`config.mk`:
```
export PLATFORM = sky130hd
export DESIGN_NAME = sdram_req_sched
export DESIGN_NICKNAME = d
export VERILOG_FILES = /design/src/rtl/sdram_req_sched.sv
export SDC_FILE = /design/constraint.sdc
export NUM_CORES = 1
export LEC_CHECK = 0
export CELL_PAD_IN_SITES_DETAIL_PLACEMENT = 0
export CELL_PAD_IN_SITES_GLOBAL_PLACEMENT = 1
export CORE_ASPECT_RATIO = 1.4
export CORE_MARGIN = 1
export CORE_UTILIZATION = 25
export DETAILED_ROUTE_END_ITERATION = 6
export PLACE_DENSITY = 0.79
export RECOVER_POWER = 50
export SLEW_MARGIN = 20
export SYNTH_ARGS = -nofsm -noshare
export SYNTH_HDL_FRONTEND = slang
export SYNTH_SLANG_ARGS = --single-unit
```
`constraint.sdc`:
```
create_clock -name sdram_clk -period 2.9 [get_ports sdram_clk]
set_clock_uncertainty 0.2 [all_clocks]
set_input_delay 0.58 -clock sdram_clk [delete_from_list [all_inputs] [get_ports sdram_clk]]
set_output_delay 0.58 -clock sdram_clk [all_outputs]
set_load 0.01 [all_outputs]
```
`src/rtl/sdram_req_sched.sv`:
```
// sdram_req_sched: burst-level round-robin scheduler in front of sdram_ctrl.
// Grants one full burst at a time and steers address, write data and acks
// between the granted requester and the controller.
// Optional build macro SDRAM_SCHED_PRIO0_EN: port 0 gets strict priority and
// the remaining ports rotate among themselves.
module sdram_req_sched #(
   parameter int PORTS        = 3,
   parameter int BURST_LENGTH = 8
) (
   input  logic                  sdram_clk,
   input  logic                  sdram_rst_n,
   input  logic [PORTS-1:0]      req_i,
   input  logic [PORTS-1:0]      req_we_i,
   input  logic [PORTS*32-1:0]   req_adr_i,
   input  logic [PORTS*16-1:0]   req_dat_i,
   input  logic [PORTS*2-1:0]    req_sel_i,
   output logic [PORTS-1:0]      req_ack_o,
   output logic [PORTS-1:0]      done_o,
   output logic [PORTS-1:0]      gnt_o,
   output logic [15:0]           dat_o,
   input  logic                  sdram_idle_i,
   output logic                  acc_o,
   output logic                  we_o,
   output logic [31:0]           adr_o,
   output logic [1:0]            sel_o,
   output logic [15:0]           sdram_dat_o,
   input  logic [15:0]           sdram_dat_i,
   input  logic                  ack_i
);

   localparam int PW = (PORTS > 1) ? $clog2(PORTS) : 1;

   typedef enum logic [1:0] {IDLE, BUSY, DONE} state_t;

   state_t          state;
   logic [PW-1:0]   rr_ptr;
   logic [PW-1:0]   gnt_idx;
   logic [2:0]      beat;
   logic            aband_q;

   logic            busy;
   logic            aband;
   logic            last_beat;
   logic [PORTS-1:0] req_rr;
   logic            rr_vld;
   logic [PW-1:0]   rr_idx;
   logic            win_vld;
   logic [PW-1:0]   win_idx;

   assign busy      = (state == BUSY);
   // Once the owner drops its request the rest of the burst is a dummy run.
   assign aband     = aband_q | ~req_i[gnt_idx];
   assign last_beat = (beat == 3'(BURST_LENGTH - 1));
   assign dat_o     = sdram_dat_i;

`ifdef SDRAM_SCHED_PRIO0_EN
   assign req_rr = req_i & ~PORTS'(1);
`else
   assign req_rr = req_i;
`endif

   // Round-robin search: first requester at or after rr_ptr, wrapping.
   always_comb begin
      int idx;
      rr_vld = 1'b0;
      rr_idx = '0;
      idx    = 0;
      for (int k = PORTS - 1; k >= 0; k--) begin
         idx = (int'(rr_ptr) + k) % PORTS;
         if (req_rr[idx]) begin
            rr_vld = 1'b1;
            rr_idx = PW'(idx);
         end
      end
   end

   // Final winner selection, with port 0 overriding when prioritised.
   always_comb begin
      win_vld = rr_vld;
      win_idx = rr_idx;
`ifdef SDRAM_SCHED_PRIO0_EN
      if (req_i[0]) begin
         win_vld = 1'b1;
         win_idx = '0;
      end
`endif
   end

   // Beat-level steering: acks, byte selects and write data for the owner.
   always_comb begin
      req_ack_o   = '0;
      sel_o       = 2'b00;
      sdram_dat_o = 16'h0000;
      if (busy) begin
         sdram_dat_o = req_dat_i[int'(gnt_idx)*16 +: 16];
         if (!aband) begin
            sel_o              = req_sel_i[int'(gnt_idx)*2 +: 2];
            req_ack_o[gnt_idx] = ack_i;
         end
      end
   end

   // Burst FSM: grant, count beats, pulse done and advance the rotation.
   always_ff @(posedge sdram_clk or negedge sdram_rst_n) begin
      if (!sdram_rst_n) begin
         state   <= IDLE;
         rr_ptr  <= '0;
         gnt_idx <= '0;
         beat    <= '0;
         aband_q <= 1'b0;
         gnt_o   <= '0;
         done_o  <= '0;
         acc_o   <= 1'b0;
         we_o    <= 1'b0;
         adr_o   <= '0;
      end else begin
         case (state)
            IDLE: begin
               done_o <= '0;
               if (win_vld && sdram_idle_i) begin
                  gnt_idx <= win_idx;
                  gnt_o   <= PORTS'(1) << win_idx;
                  adr_o   <= req_adr_i[int'(win_idx)*32 +: 32];
                  we_o    <= req_we_i[win_idx];
                  acc_o   <= 1'b1;
                  aband_q <= 1'b0;
                  beat    <= '0;
                  state   <= BUSY;
               end
            end
            BUSY: begin
               if (!req_i[gnt_idx])
                  aband_q <= 1'b1;
               if (ack_i) begin
                  if (last_beat) begin
                     state           <= DONE;
                     acc_o           <= 1'b0;
                     we_o            <= 1'b0;
                     gnt_o           <= '0;
                     beat            <= '0;
                     done_o[gnt_idx] <= ~aband;
`ifdef SDRAM_SCHED_PRIO0_EN
                     if (gnt_idx != '0) begin
`else
                     begin
`endif
                        if (int'(gnt_idx) == PORTS - 1)
                           rr_ptr <= '0;
                        else
                           rr_ptr <= gnt_idx + 1'b1;
                     end
                  end else begin
                     beat <= beat + 3'd1;
                  end
               end
            end
            DONE: begin
               done_o <= '0;
               state  <= IDLE;
            end
            default: state <= IDLE;
         endcase
      end
   end

endmodule

```
==> metrics list <==
* Result of the run: complete, no violations
* Startpoint of the lowest-slack register-to-register path: rr_ptr[1]$_DFFE_PN0P_
- Category of the most critical setup path: input port to primary output
* Mean area per synthesized cell: 7.92 um2
- First-pass GRT wire length: 24.6 mm
- The detail route stage leaves a number of antenna-violating nets equal to 0.
- Among all flip-flop cells after synthesis, the most frequent one is dfrtp_1.
- Across the run, the number of max-cap violations was 0.
- Row count: 54
- For this run the aggregate overflow at the end of global routing stands at 0.
- Tot GR Track Use: 18.5%
- R2r endpoint: we_o$_DFFE_PN0P_
- The first detailed-routing pass ran for 6 iterations.
- Dividing total power by cell area gives a power density of 802 nW/um2.
- Syn_nets: 688
- The die is 152 um tall.
* Io pins: 253
* Post-synth EDFFs: 0
- Summing over every cut layer, the via total after detailed routing is 4,829.
- For flop-to-flop paths, the worst setup slack is 0.16 ns.
- STA classifies the critical path endpoint as a primary output.
* Most repeated cell in the gate-level netlist after synthesis: nor2_1
- Clk slew on worst S/H paths: 0.07 ns
- The clock period could shrink to 2.81 ns.
- The final max-slew violation count came to 0.
- Summed over all layers, the routed wires come to 16.0 mm.
- Post-detailed-route via-to-cell ratio: 5.37
- Number of instances on the worst hold path: 2
- CTS Root Buffer Type: clkbuf_16
* Depth of the worst register-to-register path: 9
* Number of unique standard cell types used by synthesis: 40
- In this run the tightest slew margin relative to its limit is 6.88%.
* Highest Clock Rate: 0.356 GHz
* HPWL after DPL: 11.7 mm
- The worst setup path is launched from an input port.
- The worst hold path terminates at acc_o$_DFFE_PN0P_.
- At the worst endpoint, the arrival time is 2.03 ns.
* CTS tree: built
- Level count of the clock H-tree: 2
- Setup repair after global routing missed its margin: false
- VDD sags by at most 0.000385 V.
- Power, Total: 5.31 mW
- The worst hold path belongs to the class flop to flop.
* Syn Inst Count: 506
- Before CTS, the worst setup slack after placement is -0.322 ns.
* Post-synth design cell area: 4010 um2
- For this run, the post-layout net count is 885.
- During synthesis, Yosys emitted a total of 0 warnings.
* Async set-reset flop share out of synthesis: 100%
* Worst min-delay path startpoint: acc_o$_DFFE_PN0P_
* Initial cell density of the core: 25.7%
- Summed over all instances, the cell type with the most area after synthesis is dfrtp_1.
- Routability-driven placement finished with a final weighted congestion of 0.780.
- The floorplan step defined a core boundary enclosing 15,600 um2.
* Crit-path max FO: 3
- For the final routed database, the setup TNS stands at 0 ns.
- Setup slack of the critical path after layout: 0.0887 ns
- Entering global routing, the biggest net connects 51 pins.
- The final critical path takes up 96.9% of the cycle.
- Buffers plus inverters on the worst setup path: 3
- Excluding fillers, the count of instances in the completed layout stands at 900.
- In this design, the stage delay of the slowest critical-path cell is 0.48 ns.
* Number of antenna violations at the first check in global routing: 0
* Count of clock tree sinks: 50
- Counting the fill cells in the layout gives 1,535.
- After synthesis the netlist holds a flip-flop and latch count of 50.
- The via count of the first global-routing pass came to 4,901.
* DR DRC count: 0
* Cell types with the highest counts after synthesis: nor2_1 (102), nand3_1 (74), dfrtp_1 (50), o211ai_1 (33)
* Utilization of the core after routing: 42.5%
- The repair_antennas step left the layout with diodes totalling 0.
* Final Hold Violating Endpoints: 0
* Number of buffers inserted by post-CTS setup repair: 0
* Width of the chip: 109 um
* Layout overhead on the synthesized area: 65.3%
* Total Die Area: 16,500 um2
* Required time reported for the critical path endpoint: 2.12 ns
- Standby leakage power: 2.63 nW
- Clock latency of the later-clocked register in the worst-skew pair: 0.29 ns
- Bufs on Longest Clock Path: 2
- After detailed placement, the design holds a cell count of 891.
- Cells with a size suffix above 1 make up 7.95% of the layout.
- Dominant cells by area after synthesis: dfrtp_1 (31%), nor2_1 (9.6%), nand3_1 (9.2%)
* Fraction of the yosys area taken by sequential cells: 31.2%
* Final setup violation count: 0
- Among cell families on the critical path, the largest total delay comes from buffers and inverters.
- Port-buffer cells: 220
- In the final routed layout, each cell accounts on average for 17.7 um.
- Transition time of the tightest slew-check pin: 1.40 ns
- In this run, the number of DRC markers left after iteration 0 of detailed routing was 315.
- The number of clock buffers added by TritonCTS is 5.
- Critical-path top delay cell: clkdlybuf4s50_1
- CP cell instances: clkdlybuf4s50_1 -> mux2i_1 -> o21ai_1 -> nor2b_4 -> buf_4 -> and3_1 -> clkdlybuf4s15_1
- Summed over its instances, the top area cell type makes up 31.2% of the synthesized netlist area.
kinds of logic after synthesis:
kind of cell	synth area share (%)
and+or+nand+nor	24.0
AOI/OAI and AO/OA	27.7
buffers and inverters	8.87
DFF	31.2
muxes	6.31
adders and majority gates	1.87
routing by layer:
metal | vias up | track usage (%) | routed length [um]
li1 | 2256 | - | -
met1 | 2318 | 20.6 | 5960
met2 | 223 | 34.3 | 8530
met3 | 32 | 2.92 | 1010
met4 | 0 | 6.89 | 461
met5 | - | 0 | 0
placed cells by master, fill, tap and decap left out, types with 5 or more instances in the layout:
cell | synthesis | layout
o211ai_1 | 33 | 33
clkbuf_16 | 0 | 5
dlygate4sd3_1 | 0 | 18
o21ai_0 | 8 | 7
ha_1 | 6 | 6
dfrtp_1 | 50 | 50
a22o_1 | 32 | 32
nand3_1 | 74 | 73
mux2i_1 | 23 | 23
clkdlybuf4s50_1 | 0 | 196
nand2_1 | 17 | 17
nand2b_1 | 6 | 5
nor2_1 | 102 | 102
a21oi_1 | 16 | 16
buf_4 | 19 | 26
a221oi_1 | 32 | 32
worst min-delay path, delay by kind of cell, from the launching register on:
family           cells  cell delay (ns)
AND/OR/NAND/NOR      2             0.11
flip-flops           1             0.35
where the power goes:
part	switching (mW)	internal (mW)
logic	1.75	1.75
clock network	0.277	0.344
registers	0.198	0.988
total	2.23	3.09
worst max-delay path by stage:
stage / start / endpoint / slack [ns] / cells after the start
final: req_i[0] / sel_o[1] / 0.09 / 7
after global routing: req_i[0] / sel_o[1] / 0.003 / 7
after CTS: req_i[1] / adr_o[5]$_DFFE_PN0P_ / 0.04 / 9
after detailed placement: req_i[0] / req_ack_o[1] / -0.32 / 7
after global placement: req_i[1] / req_ack_o[0] / -0.26 / 7
after floorplan: rr_ptr[0]$_DFFE_PN0P_ / adr_o[26]$_DFFE_PN0P_ / 0.55 / 10
area by class of cell:
cell class              instances  area (um2)  area share (%)
well taps                     196         245            3.70
clock inverters                 1        5.00          0.0755
flip-flops and latches         50        1250            18.9
inverters                       3        11.3           0.170
repair buffers                255        2510            37.9
multi-input cells             388        2460            37.2
clock buffers                   7         143            2.15
stage by stage:
step | area [um2] | hold WS, ns
finish | 6630 | 0.293
CTS | 6600 | 0.244
global placement | 6450 | 0.262
global route | 6630 | 0.317
detailed placement | 6450 | 0.286
floorplan | 4010 | 0.0844
state kept, by name, summed over array words and instances, names as in the netlist:
name and cells:
done_o 3, rr_ptr 2, aband_q 1, beat 3, gnt_idx 2, state 2, adr_o 32, acc_o 1
we_o 1, gnt_o 3
what timing repair did:
action | CTS | global route
gates resized for setup | 8 | 11
gates cloned | 0 | 1
hold buffers | 0 | 0
pin swaps | 1 | 3
endpoints found under the setup margin | 5 | 53
(Power assumes the default switching activity.)
